<file path="src/rtl/mmcm_drp_sequencer_if.sv">
// DRP bus between the reconfiguration sequencer (master) and an MMCME2/PLLE2 DRP port (slave).
interface mmcm_drp_sequencer_if;
    logic [6:0]  daddr;
    logic [15:0] din;
    logic        den;
    logic        dwe;
    logic [15:0] dout;
    logic        drdy;

    modport master (output daddr, din, den, dwe, input dout, drdy);
    modport slave  (input daddr, din, den, dwe, output dout, drdy);
endinterface

</file>
<file path="src/rtl/mmcm_drp_sequencer.sv">
// Table-driven MMCM/PLL DRP reconfiguration: holds the MMCM in reset, read-modify-writes each
// active table entry, releases reset and waits for lock, with drdy/lock timeouts.
module mmcm_drp_sequencer #(
    parameter int NUM_ENTRIES  = 23,
    parameter int IDX_W        = 5,
    parameter int DRDY_TIMEOUT = 255,
    parameter int LOCK_TIMEOUT = 65535
) (
    input  logic                 i_dclk,
    input  logic                 i_rst,
    input  logic                 i_tbl_we,
    input  logic [IDX_W-1:0]     i_tbl_idx,
    input  logic [6:0]           i_tbl_addr,
    input  logic [15:0]          i_tbl_mask,
    input  logic [15:0]          i_tbl_data,
    input  logic [IDX_W:0]       i_num_active,
    input  logic                 i_start,
    mmcm_drp_sequencer_if.master drp,
    output logic                 o_rst_mmcm,
    input  logic                 i_locked,
    output logic                 o_ready,
    output logic                 o_done,
    output logic                 o_error,
    output logic [1:0]           o_err_code
);
    typedef enum logic [3:0] {
        S_IDLE, S_ASSERT_RST, S_READ, S_READ_WAIT, S_WRITE, S_WRITE_WAIT,
        S_RELEASE, S_WAIT_LOCK, S_DONE
    } state_t;

    localparam int             TMAX         = (LOCK_TIMEOUT > DRDY_TIMEOUT) ? LOCK_TIMEOUT : DRDY_TIMEOUT;
    localparam int             CNT_W        = $clog2(TMAX + 1);
    localparam int             LOCK_HOLDOFF = 4;
    localparam logic [IDX_W:0] W_NE         = (IDX_W+1)'(NUM_ENTRIES);

    state_t           r_state, w_state_nxt;
    logic [6:0]       r_tbl_addr [NUM_ENTRIES];
    logic [15:0]      r_tbl_mask [NUM_ENTRIES];
    logic [15:0]      r_tbl_data [NUM_ENTRIES];
    logic [IDX_W-1:0] r_idx;
    logic [IDX_W:0]   r_num;
    logic [15:0]      r_new;
    logic [CNT_W-1:0] r_cnt;
    logic [1:0]       r_lock_sync;
    logic             r_error;
    logic [1:0]       r_err_code;

    logic w_idx_ok, w_range_err, w_drdy_to, w_lock_to, w_lock_ok, w_last;

    assign w_idx_ok    = {1'b0, i_tbl_idx} < W_NE;
    assign w_range_err = i_num_active > W_NE;
    assign w_drdy_to   = r_cnt == CNT_W'(DRDY_TIMEOUT - 1);
    assign w_lock_to   = r_cnt == CNT_W'(LOCK_TIMEOUT - 1);
    // A locked left over from before the reset pulse must not end the wait early.
    assign w_lock_ok   = (r_cnt >= CNT_W'(LOCK_HOLDOFF)) && r_lock_sync[1];
    assign w_last      = ({1'b0, r_idx} + (IDX_W+1)'(1)) == r_num;

    always_ff @(posedge i_dclk) begin
        if (i_tbl_we && r_state == S_IDLE && w_idx_ok) begin
            r_tbl_addr[i_tbl_idx] <= i_tbl_addr;
            r_tbl_mask[i_tbl_idx] <= i_tbl_mask;
            r_tbl_data[i_tbl_idx] <= i_tbl_data;
        end
    end

    always_ff @(posedge i_dclk or posedge i_rst) begin
        if (i_rst) r_state <= S_IDLE;
        else       r_state <= w_state_nxt;
    end

    always_comb begin
        w_state_nxt = r_state;
        o_rst_mmcm  = 1'b0;
        drp.den     = 1'b0;
        drp.dwe     = 1'b0;
        drp.daddr   = '0;
        drp.din     = '0;
        o_ready     = 1'b0;
        o_done      = 1'b0;
        case (r_state)
            S_IDLE: begin
                o_ready = 1'b1;
                if (i_start) w_state_nxt = w_range_err ? S_DONE : S_ASSERT_RST;
            end
            S_ASSERT_RST: begin
                o_rst_mmcm  = 1'b1;
                w_state_nxt = (r_num == '0) ? S_RELEASE : S_READ;
            end
            S_READ: begin
                o_rst_mmcm  = 1'b1;
                drp.den     = 1'b1;
                drp.daddr   = r_tbl_addr[r_idx];
                w_state_nxt = S_READ_WAIT;
            end
            S_READ_WAIT: begin
                o_rst_mmcm = 1'b1;
                if (drp.drdy)      w_state_nxt = S_WRITE;
                else if (w_drdy_to) w_state_nxt = S_RELEASE;
            end
            S_WRITE: begin
                o_rst_mmcm  = 1'b1;
                drp.den     = 1'b1;
                drp.dwe     = 1'b1;
                drp.daddr   = r_tbl_addr[r_idx];
                drp.din     = r_new;
                w_state_nxt = S_WRITE_WAIT;
            end
            S_WRITE_WAIT: begin
                o_rst_mmcm = 1'b1;
                if (drp.drdy)      w_state_nxt = w_last ? S_RELEASE : S_READ;
                else if (w_drdy_to) w_state_nxt = S_RELEASE;
            end
            // A drdy timeout has already raised error; skip the lock wait in that case.
            S_RELEASE:   w_state_nxt = r_error ? S_DONE : S_WAIT_LOCK;
            S_WAIT_LOCK: if (w_lock_ok || w_lock_to) w_state_nxt = S_DONE;
            S_DONE: begin
                o_done      = 1'b1;
                w_state_nxt = S_IDLE;
            end
            default: w_state_nxt = S_IDLE;
        endcase
    end

    always_ff @(posedge i_dclk or posedge i_rst) begin
        if (i_rst) begin
            r_idx       <= '0;
            r_num       <= '0;
            r_new       <= '0;
            r_cnt       <= '0;
            r_lock_sync <= '0;
            r_error     <= 1'b0;
            r_err_code  <= 2'd0;
        end else begin
            r_lock_sync <= {r_lock_sync[0], i_locked};
            r_cnt       <= (w_state_nxt != r_state) ? '0 : r_cnt + CNT_W'(1);
            case (r_state)
                S_IDLE: if (i_start) begin
                    r_num      <= i_num_active;
                    r_idx      <= '0;
                    r_error    <= w_range_err;
                    r_err_code <= w_range_err ? 2'd3 : 2'd0;
                end
                S_READ_WAIT: begin
                    if (drp.drdy)
                        r_new <= (drp.dout & r_tbl_mask[r_idx]) | (r_tbl_data[r_idx] & ~r_tbl_mask[r_idx]);
                    else if (w_drdy_to) begin
                        r_error    <= 1'b1;
                        r_err_code <= 2'd1;
                    end
                end
                S_WRITE_WAIT: begin
                    if (drp.drdy) r_idx <= r_idx + IDX_W'(1);
                    else if (w_drdy_to) begin
                        r_error    <= 1'b1;
                        r_err_code <= 2'd1;
                    end
                end
                S_WAIT_LOCK: if (!w_lock_ok && w_lock_to) begin
                    r_error    <= 1'b1;
                    r_err_code <= 2'd2;
                end
                default: ;
            endcase
        end
    end

    assign o_error    = r_error;
    assign o_err_code = r_err_code;
endmodule

</file>
<file path="src/flat_wrapper.sv">
// flat-port wrapper written by rule: the top's interface ports become plain ports
module mmcm_drp_sequencer_flat 
#(
    parameter int NUM_ENTRIES  = 23,
    parameter int IDX_W        = 5,
    parameter int DRDY_TIMEOUT = 255,
    parameter int LOCK_TIMEOUT = 65535
)
  (i_dclk, i_rst, i_tbl_we, i_tbl_idx, i_tbl_addr, i_tbl_mask, i_tbl_data, i_num_active, i_start, o_rst_mmcm, i_locked, o_ready, o_done, o_error, o_err_code, drp_daddr, drp_din, drp_den, drp_dwe, drp_dout, drp_drdy);
  mmcm_drp_sequencer_if drp_i ();
  input  logic i_dclk;
  input  logic i_rst;
  input  logic i_tbl_we;
  input  logic [IDX_W-1:0] i_tbl_idx;
  input  logic [6:0] i_tbl_addr;
  input  logic [15:0] i_tbl_mask;
  input  logic [15:0] i_tbl_data;
  input  logic [IDX_W:0] i_num_active;
  input  logic i_start;
  output logic o_rst_mmcm;
  input  logic i_locked;
  output logic o_ready;
  output logic o_done;
  output logic o_error;
  output logic [1:0] o_err_code;
  output wire logic [$bits(drp_i.daddr)-1:0] drp_daddr;
  output wire logic [$bits(drp_i.din)-1:0] drp_din;
  output wire logic [$bits(drp_i.den)-1:0] drp_den;
  output wire logic [$bits(drp_i.dwe)-1:0] drp_dwe;
  input wire logic [$bits(drp_i.dout)-1:0] drp_dout;
  input wire logic [$bits(drp_i.drdy)-1:0] drp_drdy;
  assign drp_daddr = drp_i.daddr;
  assign drp_din = drp_i.din;
  assign drp_den = drp_i.den;
  assign drp_dwe = drp_i.dwe;
  assign drp_i.dout = drp_dout;
  assign drp_i.drdy = drp_drdy;
  mmcm_drp_sequencer #(.NUM_ENTRIES(NUM_ENTRIES), .IDX_W(IDX_W), .DRDY_TIMEOUT(DRDY_TIMEOUT), .LOCK_TIMEOUT(LOCK_TIMEOUT)) u_core (.i_dclk(i_dclk), .i_rst(i_rst), .i_tbl_we(i_tbl_we), .i_tbl_idx(i_tbl_idx), .i_tbl_addr(i_tbl_addr), .i_tbl_mask(i_tbl_mask), .i_tbl_data(i_tbl_data), .i_num_active(i_num_active), .i_start(i_start), .drp(drp_i), .o_rst_mmcm(o_rst_mmcm), .i_locked(i_locked), .o_ready(o_ready), .o_done(o_done), .o_error(o_error), .o_err_code(o_err_code));
endmodule
</file>
<file path="config.mk">
export PLATFORM = sky130hd
export DESIGN_NAME = mmcm_drp_sequencer_flat
export DESIGN_NICKNAME = d
export VERILOG_FILES = /design/src/rtl/mmcm_drp_sequencer_if.sv /design/src/rtl/mmcm_drp_sequencer.sv /design/src/flat_wrapper.sv
export SDC_FILE = /design/constraint.sdc
export NUM_CORES = 1
export LEC_CHECK = 0
export BUFFER_PORTS_ARGS = -buffer_cell sky130_fd_sc_hd__buf_4
export CAP_MARGIN = 20
export CORE_UTILIZATION = 50
export CTS_BUF_LIST = sky130_fd_sc_hd__clkbuf_2 sky130_fd_sc_hd__clkbuf_4 sky130_fd_sc_hd__clkbuf_8
export DETAILED_ROUTE_END_ITERATION = 12
export PLACE_DENSITY = 0.69
export SKIP_CTS_REPAIR_TIMING = 1
export SYNTH_ARGS = -nofsm -noshare
export SYNTH_HDL_FRONTEND = slang
export SYNTH_SLANG_ARGS = --single-unit
export TNS_END_PERCENT = 10
</file>
<file path="constraint.sdc">
create_clock -name i_dclk -period 3.2 [get_ports i_dclk]
set_clock_uncertainty 0.05 [all_clocks]
set_input_delay 0.32 -clock i_dclk [delete_from_list [all_inputs] [get_ports i_dclk]]
set_output_delay 0.32 -clock i_dclk [all_outputs]
set_load 0.01 [all_outputs]
</file>
==> qor.yml <==
sta:
  rsz0062_at_grt: "yes"
  timing.final.crit_share_pct: 105
  fin_crit_ps: 3350
  finalHoldViolCount: 0
  finalWorstSetupSlack_ps: -154
  max_freq_mhz: 298
  setup_viol: 7
  maxSlewViolCount: 0
  slew_headroom_pct: 41.3
  whs_ps: 131
  worst_slew_pin_slew_ps: 880
layout:
  fillCellCount: 5381
  mostFrequentLayoutCells: "edfxtp_1 (897), buf_4 (215), mux2i_1 (166)"
  fin_nets: 2450
  area_growth_pct: 18.1
  fin_util_pct: 59.5
  drive_gt1_share_pct: 29.0
  final_common_cell: "edfxtp_1"
  fin_cells: 3463
setup_path:
  cp.arrival_ps: 2980
  endpoint_kind: "output pin"
  crit_fanout: 7
  path_class: "reg -> out"
  required_ps: 2830
  cp-start-kind: "register"
logic_synthesis:
  avgSynthCellArea_um2: 18.5
  yosys-top-cells-area: "edfxtp_1 (72%), mux4_2 (7.3%), mux2i_1 (4.4%)"
  yosysWarningCount: 0
  synth_nets: 2098
  synth-edff-count: 897
  synth_top_cell_by_area: "edfxtp_1"
  synth_cell_types: 61
  synth_top_area_share_pct: 71.9
  synth_area_um2: 37500
  synth_cells: 2022
  synth_ff_type: "edfxtp_1"
  async_reset_ff_share_pct: 5.48
  seq_area_frac_synth_pct: 75.3
  synth_seq_cells: 949
global_route:
  grt_max_degree: 55
  grt_first_pass_wirelength_um: 135000
  met3_usage_pct: 5.78
  grt_usage_pct: 24.6
  grt-busiest-layer: "met2"
  grt_pass1_vias: 20500
  overflow: 0
  grt_use_met2_pct: 39.6
  use_met1_pct: 33.6
  antenna_found_initial: 3
placed_design:
  place_inst: 3111
  place_hpwl_um: 56000
  gp_congestion: 0.888
  post-place-ws_ps: 220
  port_buffers: 102
die:
  core_um2: 74300
  die-area_um2: 76100
  io-pin-count: 103
  die_w_um: 276
  die_h_um: 276
  std_cell_rows: 100
  start_util_pct: 50.4
clock_tree:
  clockBufferDepth: 3
  tritoncts: "built"
  insertion_delay_ps: 800
  htreeDepth: 4
  clock-sinks: 949
  cts-root-buf: "clkbuf_8"
  cts_buffers: 150
  clkTransAtPathRegs_ps: 60
route:
  drcViolationCount: 0
  drtAntennaViolNets: 0
  vias: 20800
  drt_iter0_drc: 2111
  avgViaCountPerCell: 6.02
  finalWirelength_um: 93500
  wl_per_cell_um: 27.0
  firstDrtPassIters: 8
pwr:
  p_per_area_nw_per_um2: 648
  ir_drop_v: 0.000400
  p_leak_nw: 14.5
  p_int_mw: 21.3
  switching_share_pct: 25.8
  switchingPower_mw: 7.41
  seqPwrFrac_pct: 49.3
  p_comb_share_pct: 15.2
  p_clk_share_pct: 35.6
  power_mw: 28.7
worst_hold_path:
  hp-class: "in -> reg"
status:
  violations: "setup timing"
  outcome: "finished, violations left"
flow_run:
  cap_violations: 0
==> worst paths after layout <==
| check | startpoint | end | slack [ps] | cells past startpoint |
|---|---|---|---|---|
| worst max-delay path | u_core.r_idx[0]$_DFFE_PP0P_ | drp_daddr[3] | -150 | 7 |
| worst min-delay path | i_locked | u_core.r_lock_sync[0]$_DFF_PP0_ | 130 | 2 |
| worst max register to register | u_core.r_idx[0]$_DFFE_PP0P_ | u_core.r_new[8]$_DFFE_PP0P_ | 250 | 9 |
| worst min register to register | u_core.r_lock_sync[0]$_DFF_PP0_ | u_core.r_lock_sync[1]$_DFF_PP0_ | 310 | 0 |
| max in group asynchronous | i_rst | u_core.r_new[11]$_DFFE_PP0P_ | 2100 | 4 |
| min in group asynchronous | i_rst | u_core.r_state[3]$_DFF_PP0_ | 230 | 3 |
==> sequential cells by signal, indices dropped and copies added, names as in the netlist, 4 cells and up <==
name	cells
u_core.r_num	6
u_core.r_state	4
u_core.r_tbl_mask	368
u_core.r_tbl_addr	161
u_core.r_tbl_data	368
u_core.r_idx	5
u_core.r_cnt	16
u_core.r_new	16
==> power by group through the flow <==
stage / clock (mW) / sequential, mW / combinational (mW)
after floorplan: 0 / 14.2 / 2.62
after global placement: 0 / 14.4 / 4.06
after detailed placement: 0 / 14.4 / 4.14
after CTS: 10.4 / 14.1 / 4.15
after global routing: 10.9 / 14.1 / 4.65
final: 10.2 / 14.1 / 4.35
==> per-stage QoR <==
step                TNS, ps  cell area [um^2]
floorplan           -222240             37500
global placement          0             40400
detailed placement        0             40400
CTS                   -3300             43400
global route          -1770             44200
finish                 -882             44200
==> critical path, stage by stage (launching register included) <==
cell	delay (ps)
dfrtp_4	470
buf_12	180
buf_12	130
mux4_2	510
mux4_2	520
nor2_4	130
a211oi_2	70
buf_4	180
==> area by class of cell <==
class                   count  area, um^2  share of cell area, %
diodes                      2        5.00                 0.0113
clock buffers             206        2520                   5.69
clock inverters            64         473                   1.07
inverters                  17        63.8                  0.144
multi-input cells         946        8850                   20.0
flip-flops and latches    949       28200                   63.8
well taps                 969        1210                   2.74
repair buffers            310        2880                   6.50
==> logic make-up (layout without fill, tap and decap cells) <==
group | Yosys count | in the layout | share of synthesized area (%)
compound gates | 279 | 279 | 4.94
xor+xnor | 22 | 22 | 0.514
buf+inv | 127 | 597 | 1.63
fa+ha+maj | 4 | 4 | 0.134
other cells | 0 | 2 | 0
mux | 355 | 355 | 13.8
flops | 949 | 949 | 75.3
simple gates | 286 | 286 | 3.68
==> cell usage after synthesis (all sizes together), types with 5 or more instances <==
cell and n:
o221ai 5, dfrtp 52, nor3 8, xnor2 12, xor2 10, a32o 5, nor2 64, a222oi 5
a32oi 6, nand4 6, inv 17, buf 69, edfxtp 897, o21ai 93, a22o 12, a22oi 31
nand2 104, mux2i 166, nand3 30, clkbuf 41, o21a 10, o211ai 13, mux4 121, and3 18
a211oi 26, and2 5, mux2 68, a221oi 22, a21oi 42, nor2b 27, nor4 6
==> layer usage <==
metal	up-vias	part of all wire, %
met5	-	0.018
met4	2	2.5
met3	140	8.5
met2	1047	49
met1	10800	40
li1	8871	-
(Power assumes the default switching activity.)
